## src/rtl/axi_pkg.sv

```systemverilog
// Shared AXI encodings and bridge state constants for the data-side SRAM-like bridge.
package axi_pkg;

  localparam logic [1:0] BURST_INCR  = 2'b01;

  localparam logic [1:0] RESP_OKAY   = 2'b00;
  localparam logic [1:0] RESP_EXOKAY = 2'b01;
  localparam logic [1:0] RESP_SLVERR = 2'b10;
  localparam logic [1:0] RESP_DECERR = 2'b11;

  localparam logic [1:0] SIZE_BYTE   = 2'b00;
  localparam logic [1:0] SIZE_HALF   = 2'b01;
  localparam logic [1:0] SIZE_WORD   = 2'b10;

  localparam int unsigned STATE_W = 3;
  localparam logic [STATE_W-1:0] ST_IDLE  = 3'd0;
  localparam logic [STATE_W-1:0] ST_RADDR = 3'd1;
  localparam logic [STATE_W-1:0] ST_RDATA = 3'd2;
  localparam logic [STATE_W-1:0] ST_WREQ  = 3'd3;
  localparam logic [STATE_W-1:0] ST_WRESP = 3'd4;

  // AXI beat size for a cache size code; the unused code 11 is treated as a word.
  function automatic logic [2:0] axi_wsize(input logic [1:0] size);
    return (size == 2'b11) ? 3'b010 : {1'b0, size};
  endfunction

endpackage

```

## src/rtl/wstrb_gen.sv

```systemverilog
// Byte-lane write strobe from access size and the low address bits.
module wstrb_gen
  import axi_pkg::*;
(
  input  logic [1:0] size,
  input  logic [1:0] addr_lo,
  output logic [3:0] wstrb_c
);

  // Byte: one lane; half: upper or lower pair; word (and 11): all lanes.
  always_comb begin
    wstrb_c = 4'b0000;
    case (size)
      SIZE_BYTE: wstrb_c = 4'b0001 << addr_lo;
      SIZE_HALF: wstrb_c = addr_lo[1] ? 4'b1100 : 4'b0011;
      default:   wstrb_c = 4'b1111;
    endcase
  end

endmodule

```

## src/rtl/d_sram_axi_bridge.sv

```systemverilog
// Data-side SRAM-like to AXI4 bridge: one single-beat transaction outstanding at a time.
module d_sram_axi_bridge
  import axi_pkg::*;
#(
  parameter int unsigned          ID_WIDTH = 4,
  parameter logic [ID_WIDTH-1:0]  AXI_ID   = ID_WIDTH'(1)
) (
  input  logic                clk,
  input  logic                rst,
  input  logic                data_req,
  input  logic                data_wr,
  input  logic [1:0]          data_size,
  input  logic [31:0]         data_addr,
  input  logic [31:0]         data_wdata,
  output logic [31:0]         data_rdata,
  output logic                data_addr_ok,
  output logic                data_data_ok,
  output logic [ID_WIDTH-1:0] arid,
  output logic [31:0]         araddr,
  output logic [7:0]          arlen,
  output logic [2:0]          arsize,
  output logic [1:0]          arburst,
  output logic                arvalid,
  input  logic                arready,
  input  logic [ID_WIDTH-1:0] rid,
  input  logic [31:0]         rdata,
  input  logic [1:0]          rresp,
  input  logic                rlast,
  input  logic                rvalid,
  output logic                rready,
  output logic [ID_WIDTH-1:0] awid,
  output logic [31:0]         awaddr,
  output logic [7:0]          awlen,
  output logic [2:0]          awsize,
  output logic [1:0]          awburst,
  output logic                awvalid,
  input  logic                awready,
  output logic [ID_WIDTH-1:0] wid,
  output logic [31:0]         wdata,
  output logic [3:0]          wstrb,
  output logic                wlast,
  output logic                wvalid,
  input  logic                wready,
  input  logic [ID_WIDTH-1:0] bid,
  input  logic [1:0]          bresp,
  input  logic                bvalid,
  output logic                bready
);

  logic [STATE_W-1:0] state_q, state_d;
  logic               aw_done_q, aw_done_d;
  logic               w_done_q, w_done_d;
  logic               wr_q;
  logic [1:0]         size_q;
  logic [31:0]        addr_q;
  logic [31:0]        wdata_q;
  logic               unused_resp;

  // Responses and IDs are not inspected; completion is signalled regardless.
  assign unused_resp = ^{rid, rresp, bid, bresp};

  // Cache-side handshakes; suppressed during reset so an abandoned transaction never completes.
  assign data_addr_ok = ~rst & (state_q == ST_IDLE) & data_req;
  assign data_data_ok = ~rst & (((state_q == ST_RDATA) & rvalid & rlast) |
                                ((state_q == ST_WRESP) & bvalid));
  assign data_rdata   = (data_data_ok & ~wr_q) ? rdata : 32'h0;

  // AXI channel controls decoded from the state register and handshake flags.
  assign arvalid = (state_q == ST_RADDR);
  assign rready  = (state_q == ST_RDATA);
  assign awvalid = (state_q == ST_WREQ) & ~aw_done_q;
  assign wvalid  = (state_q == ST_WREQ) & ~w_done_q;
  assign bready  = (state_q == ST_WRESP);

  // Address/data payloads come straight from the latched request.
  assign arid    = AXI_ID;
  assign araddr  = addr_q;
  assign arlen   = 8'd0;
  assign arsize  = {1'b0, size_q};
  assign arburst = BURST_INCR;
  assign awid    = AXI_ID;
  assign awaddr  = addr_q;
  assign awlen   = 8'd0;
  assign awsize  = axi_wsize(size_q);
  assign awburst = BURST_INCR;
  assign wid     = AXI_ID;
  assign wdata   = wdata_q;
  assign wlast   = 1'b1;

  wstrb_gen u_wstrb_gen (
    .size    (size_q),
    .addr_lo (addr_q[1:0]),
    .wstrb_c (wstrb)
  );

  // State, handshake flags and request latch.
  always_ff @(posedge clk) begin
    if (rst) begin
      state_q   <= ST_IDLE;
      aw_done_q <= 1'b0;
      w_done_q  <= 1'b0;
      wr_q      <= 1'b0;
      size_q    <= 2'b00;
      addr_q    <= 32'h0;
      wdata_q   <= 32'h0;
    end else begin
      state_q   <= state_d;
      aw_done_q <= aw_done_d;
      w_done_q  <= w_done_d;
      if (data_addr_ok) begin
        wr_q    <= data_wr;
        size_q  <= data_size;
        addr_q  <= data_addr;
        wdata_q <= data_wdata;
      end
    end
  end

  // Next-state and write-handshake tracking.
  always_comb begin
    state_d   = state_q;
    aw_done_d = aw_done_q;
    w_done_d  = w_done_q;
    case (state_q)
      ST_IDLE: begin
        aw_done_d = 1'b0;
        w_done_d  = 1'b0;
        if (data_req) state_d = data_wr ? ST_WREQ : ST_RADDR;
      end
      ST_RADDR: if (arready) state_d = ST_RDATA;
      ST_RDATA: if (rvalid && rlast) state_d = ST_IDLE;
      ST_WREQ: begin
        if (awready) aw_done_d = 1'b1;
        if (wready)  w_done_d  = 1'b1;
        if (aw_done_d && w_done_d) state_d = ST_WRESP;
      end
      ST_WRESP: if (bvalid) state_d = ST_IDLE;
      default:  state_d = ST_IDLE;
    endcase
  end

endmodule

```

## config.mk

```make
export PLATFORM = sky130hd
export DESIGN_NAME = d_sram_axi_bridge
export DESIGN_NICKNAME = d
export VERILOG_FILES = /design/src/rtl/axi_pkg.sv /design/src/rtl/wstrb_gen.sv /design/src/rtl/d_sram_axi_bridge.sv
export SDC_FILE = /design/constraint.sdc
export NUM_CORES = 1
export LEC_CHECK = 0
export ABC_AREA = 1
export BUFFER_PORTS_ARGS = -buffer_cell sky130_fd_sc_hd__buf_4
export CORE_MARGIN = 3
export CORE_UTILIZATION = 30
export DETAILED_ROUTE_END_ITERATION = 16
export PLACE_DENSITY = 0.76
export SLEW_MARGIN = 20
export SYNTH_ARGS = -nofsm -noshare
export SYNTH_HDL_FRONTEND = slang
export SYNTH_SLANG_ARGS = --single-unit
```

## constraint.sdc

```tcl
create_clock -name clk -period 1.9 [get_ports clk]
set_clock_uncertainty 0.1 [all_clocks]
set_input_delay 0.095 -clock clk [delete_from_list [all_inputs] [get_ports clk]]
set_output_delay 0.095 -clock clk [all_outputs]
set_load 0.05 [all_outputs]
```

After elaboration in Yosys (flattened, before gate mapping)
Cells that the tools add are included.
{"block": "op_classes", "n_reduce_logical": 6, "n_shift": 1, "eq_ne": 11, "n_bitwise": 14, "n_mux": 17}
{"cell": "$mux 32", "count": 1}
{"cell": "$mux 3", "count": 5}
{"cell": "$pmux 3 s5", "count": 1}
{"cell": "$and 1x1->1", "count": 9}
{"cell": "$pmux 4 s2", "count": 1}
{"cell": "$eq 3x2->1 const B", "count": 2}
{"cell": "$ne 2x1->1 const B", "count": 3}
{"cell": "$reduce_and 5->1", "count": 1}
{"cell": "$mux 1", "count": 4}
{"cell": "$mux 2", "count": 2}
{"cell": "$mux 4", "count": 1}
{"cell": "$ne 2x2->1 const B", "count": 2}
{"cell": "$not 1->1", "count": 4}
{"cell": "$pmux 1 s2", "count": 2}
{"cell": "$shl 1x2->4 const A", "count": 1}
{"cell": "$eq 3x1->1 const B", "count": 1}
{"cell": "$eq 3x3->1 const B", "count": 1}
{"cell": "$logic_not 3->1", "count": 1}
{"cell": "$eq 2x1->1 const B", "count": 1}
{"cell": "$eq 2x2->1 const B", "count": 1}
{"cell": "$logic_and 1x1->1", "count": 2}
{"cell": "$logic_not 2->1", "count": 1}
{"cell": "$reduce_bool 2->1", "count": 1}
{"cell": "$or 1x1->1", "count": 1}
{"block": "word_totals", "regBits": 72, "elab_cells": 56, "in_bits": 120, "output_inout_bits": 178}

Longest topological paths before layout
{"block": "logic_depth", "word_depth": 7, "ltp_mapped": 9}

Hierarchy
Synthesis repeated with hierarchy kept, for this count alone.
{"block": "unflattened", "cells_unflattened": 503, "hier_area_um2": 3634.7}
{"module": "d_sram_axi_bridge", "instances": 1, "area_per_inst_um2": 3584.7, "seq_area_each_um2": 1441.4, "cells_per_inst": 491}
{"module": "wstrb_gen", "instances": 1, "area_per_inst_um2": 50.0, "seq_area_each_um2": 0.0, "cells_per_inst": 12}

Worst setup path after synthesis
OpenSTA, ideal clock, no wires.
{"block": "synth_timing", "kind": "reg2out", "start": "reg state_q[2]", "end": "out data_rdata[0]", "required_time_ps": 1705, "path_slack_ps": -547, "path_stages_with_launch": 7, "t_arrival_ps": 2252, "n_path_buf": 0, "path_cell_list": "dfxtp_1 -> nand3_1 -> inv_1 -> nand2_1 -> a21oi_4 -> nand2_2 -> nor2_1"}
{"block": "synth_between", "elab_cells_between_ends": 9}
{"item": "start: declaration", "line": "d_sram_axi_bridge.sv:50", "rtl": "logic [STATE_W-1:0] state_q, state_d;"}
{"item": "start signal: assignment", "line": "d_sram_axi_bridge.sv:107", "rtl": "state_q <= state_d;"}
{"item": "$eq 3x3->1"}
{"item": "named net bready", "line": "d_sram_axi_bridge.sv:47", "rtl": "output logic bready"}
{"item": "$and 1x1->1", "line": "d_sram_axi_bridge.sv:65", "rtl": "((state_q == ST_WRESP) & bvalid));"}
{"item": "$or 1x1->1", "line": "d_sram_axi_bridge.sv:64", "rtl": "assign data_data_ok = ~rst & (((state_q == ST_RDATA) & rvalid & rlast) |"}
{"item": "$and 1x1->1", "line": "d_sram_axi_bridge.sv:64"}
{"item": "named net data_data_ok", "line": "d_sram_axi_bridge.sv:17", "rtl": "output logic data_data_ok,"}
{"item": "$and 1x1->1", "line": "d_sram_axi_bridge.sv:66", "rtl": "assign data_rdata = (data_data_ok & ~wr_q) ? rdata : 32'h0;"}
{"item": "$mux 32", "line": "d_sram_axi_bridge.sv:66"}
{"item": "end: declaration", "line": "d_sram_axi_bridge.sv:15", "rtl": "output logic [31:0] data_rdata,"}
The timed path passes the listed nets, and every way through them passes these cells.

Final worst setup path
{"block": "layout_timing", "start": "reg state_q[2]", "end": "out data_rdata[2]"}
{"block": "layout_between", "elab_chain_cells": 7, "elab_cells_between_ends": 9}
{"item": "$eq 3x2->1", "line": "d_sram_axi_bridge.sv:64"}
{"item": "$and 1x1->1 (2 in series)", "line": "d_sram_axi_bridge.sv:64"}
{"item": "$or 1x1->1 *", "line": "d_sram_axi_bridge.sv:64"}
{"item": "$and 1x1->1 *", "line": "d_sram_axi_bridge.sv:64"}
{"item": "$and 1x1->1 *", "line": "d_sram_axi_bridge.sv:66"}
{"item": "$mux 32 *", "line": "d_sram_axi_bridge.sv:66"}
Mark *: on every way between the ends. The rest lies on a longest branch, timed or not.

==> flow_summary_export.csv <==
group,metric,value,unit
synth,ys_warn_count,0,
worst_setup_path,reg2reg_from,"state_q[1]$_SDFFE_PP0P_",
route,vias,4045,
synth,synth_fa_ha_area_share,0,%
synth,synth_compound_area_share,11.46,%
worst_setup_path,path_common_cell,"nor2_4",
synth,synth_top_area_share,40.36,%
power_and_ir_drop,internal_power,4.872,mW
synth,syn-cell-area,0.003571,mm^2
final_layout,fin_cells,931,
power_and_ir_drop,switchingPower,5.220,mW
route,drtIter0Drc,143,
floorplanning,die_h,115.1,um
global_routing,grt_pass1_wl,19.47,mm
final_layout,nNetsFinal,903,
final_layout,area_growth,87.67,%
floorplanning,ios,298,
sta,setup_violations,33,
route,drc,0,
outcome,status,"finished with violations",
worst_setup_path,cp-start-kind,"register",
outcome,violations,"negative setup slack",
final_layout,final_common_cell,"buf_4",
sta,setup_slack,-0.1066,ns
cts,clock_sink_count,72,
placed_design,preCtsSetupSlack,0.1775,ns
worst_setup_path,critical_path_class,"reg -> out",
synth,synthCells,496,
worst_setup_path,required,1.70,ns
worst_setup_path,ff2ff_path_depth,7,
cts,numCtsBuffers,9,
worst_setup_path,r2r_setup_slack,0.13,ns
power_and_ir_drop,max-vdd-ir-drop,926.5,uV
power_and_ir_drop,total_power,10.09,mW
final_layout,utilization,58.19,%
sta,hold_viol,0,
power_and_ir_drop,pwr-share-seq,23.0,%
synth,seq_area_frac_synth,40.36,%
cts,clockBufferDepth,2,
worst_setup_path,r2r-end,"wdata[2]$_SDFFE_PP0P_",
min_path,hold_end,"aw_done_q$_SDFFE_PP0P_",
sta,finalSetupTns,-2.014,ns
route,viasPerCell,4.345,
cts,clk_pin_slew,0.06,ns
synth,syn_area_per_cell,7.199,um^2
placed_design,placed_cells,836,
power_and_ir_drop,power_frac_comb,58.5,%
floorplanning,start_util,31.01,%
min_path,worstHoldPathCells,5,
synth,ys_types,22,
synth,synth_area_leaders,"dfxtp_1 40%, nor2_1 15%, buf_4 14%",
cts,clock_latency,0.33,ns
placed_design,routabilityCongestion,0.7871,
placed_design,portBuffers,250,
worst_setup_path,critPathBufInv,4,
sta,timing.final.max_slew_violations,0,
route,wirelength,13.01,mm
synth,async_flop_share,0,%
global_routing,grt_max_degree,72,
worst_setup_path,cpLargestDelayFamily,"buffers and inverters",
floorplanning,rows,39,
route,wire_per_inst,13.97,um
synth,synth_edf_count,0,
synth,synth-seq-cells,72,
synth,yosysTopAreaCell,"dfxtp_1",
global_routing,grtUsageTotal,18.47,%
worst_setup_path,slowest_delay,0.37,ns
min_path,min_from,"awready",
global_routing,gr-total-overflow,0,
cts,root_buffer,"clkbuf_16",
cts,h-tree-depth,3,
sta,tightest_slew,0.6915,ns
synth,synthXorXnorAreaFrac,0,%
worst_setup_path,critical_path_arrival,1.81,ns
sta,fmax,0.4984,GHz
synth,synthFlopType,"dfxtp_1",
min_path,hp-class,"in -> reg",
synth,synth-simple-area-share,24.35,%
worst_setup_path,slowest_stage,"dfxtp_4",
placed_design,dpl.hpwl,8.120,mm
power_and_ir_drop,p_sw_share,51.72,%
sta,layout_min_cycle_time,2.007,ns
synth,synth_top_family_by_area,"simple AND/OR/NAND/NOR gates",
sta,slew_headroom,53.84,%
global_routing,antenna_found_initial,0,
sta,fin_crit_sh,105.6,%
global_routing,grt_pass1_vias,3864,
worst_setup_path,crit_chain,"nor2_4 > nand2_2 > inv_4 > nand3_4 > a21oi_4 > nand2_4 > buf_12 > buf_16 > nor2_4 > buf_8",
route,ant_nets,0,
final_layout,drive_gt1_share,42.26,%
worst_setup_path,cp_max_fo,8,
power_and_ir_drop,power.share.clock,18.5,%
cts,cts_tree,"done",
floorplanning,die_w,115.1,um
floorplanning,fp.dieArea,0.01325,mm^2
floorplanning,coreArea,0.01152,mm^2
final_layout,mostFrequentLayoutCells,"229 x buf_4, 136 x nor2_1, 71 x o21ai_0",
power_and_ir_drop,p_per_area,1506,mW/mm^2
sta,rsz0062_at_grt,"yes",
power_and_ir_drop,p_leak,3.410,nW
synth,muxShareOfSynthArea,0,%
route,drt-pass1-iter-count,4,
flow_run,drv_cap,0,
final_layout,insertedDiodeCount,0,
worst_setup_path,critPathCaptureType,"output port",
[worst min-delay path: stages]
cell and delay (ns):
buf_4 0.11, inv_1 0.04, nand2_1 0.06, nand3_1 0.08
a21oi_1 0.03
[stage by stage]
stage / hold slack (ns) / area, um^2
6_report: 0.03872 / 6701
3_5_place_dp: 0.2229 / 5358
2_1_floorplan: 0.07347 / 3892
5_1_grt: 0.05601 / 6701
3_3_place_gp: 0.2162 / 5358
4_1_cts: 0.02997 / 6705
[worst max path at each step]
| stage | end | start | cells past startpoint | slack (ns) |
|---|---|---|---|---|
| final | data_rdata[2] | state_q[2]$_SDFFE_PP0P_ | 10 | -0.11 |
| after floorplan | wstrb[2] | araddr[1]$_SDFFE_PP0P_ | 2 | -0.20 |
| after CTS | data_rdata[0] | state_q[1]$_SDFFE_PP0P_ | 11 | -0.11 |
| after global placement | data_rdata[10] | state_q[1]$_SDFFE_PP0P_ | 10 | 0.19 |
| after detailed placement | data_rdata[10] | state_q[1]$_SDFFE_PP0P_ | 10 | 0.18 |
| after global routing | data_rdata[2] | state_q[1]$_SDFFE_PP0P_ | 11 | -0.21 |
[sequential cells by signal, indices dropped and copies added (netlist names)]
name,flops
araddr,32
aw_done_q,1
size_q,2
state_q,3
w_done_q,1
wdata,32
wr_q,1
[metal layers]
metal  global-route usage, %  routed length, um
met1                   19.89               4779
met2                   34.49               6911
met3                   4.421               1060
met4                   7.277                258
met5                       0                  0
[what timing repair did]
action,in CTS,in global routing
resized for setup,44,10
hold buffers,68,0
endpoints found under the hold margin,67,0
pin swaps,4,5
cloned,3,0
endpoints found under the setup margin,33,33
setup buffers,9,1
[logic make-up after synthesis]
kind of cell | after synthesis
AO/OA/AOI/OAI | 79
other | 2
flip-flops | 72
buffers and inverters | 144
AND/OR/NAND/NOR | 199
[Yosys cell counts, types with 4 or more instances]
cell and instances:
clkbuf_1 8, inv_2 4, nand2_1 16, inv_1 48, o21ai_0 71, dfxtp_1 72, nor2_2 32, nand3_1 6
nor2_1 138, buf_4 67, buf_2 11, buf_6 5, a21oi_1 6
[power groups by stage]
stage | combinational [mW] | sequential, mW | clock [mW]
finish | 5.91 | 2.32 | 1.87
global route | 6.20 | 2.38 | 1.97
CTS | 5.91 | 2.30 | 1.91
detailed placement | 5.54 | 2.31 | 0
global placement | 5.51 | 2.30 | 0
floorplan | 2.81 | 3.73 | 0
[area by class of cell]
cell class | instances | area, um^2
clock buffers | 9 | 225.2
clock inverters | 7 | 101.3
fillers | 951 | 4815
inverters | 53 | 207.7
multi-input cells | 313 | 1613
flip-flops and latches | 72 | 1450
well taps | 143 | 178.9
repair buffers | 334 | 2925
(Power assumes the default switching activity.)
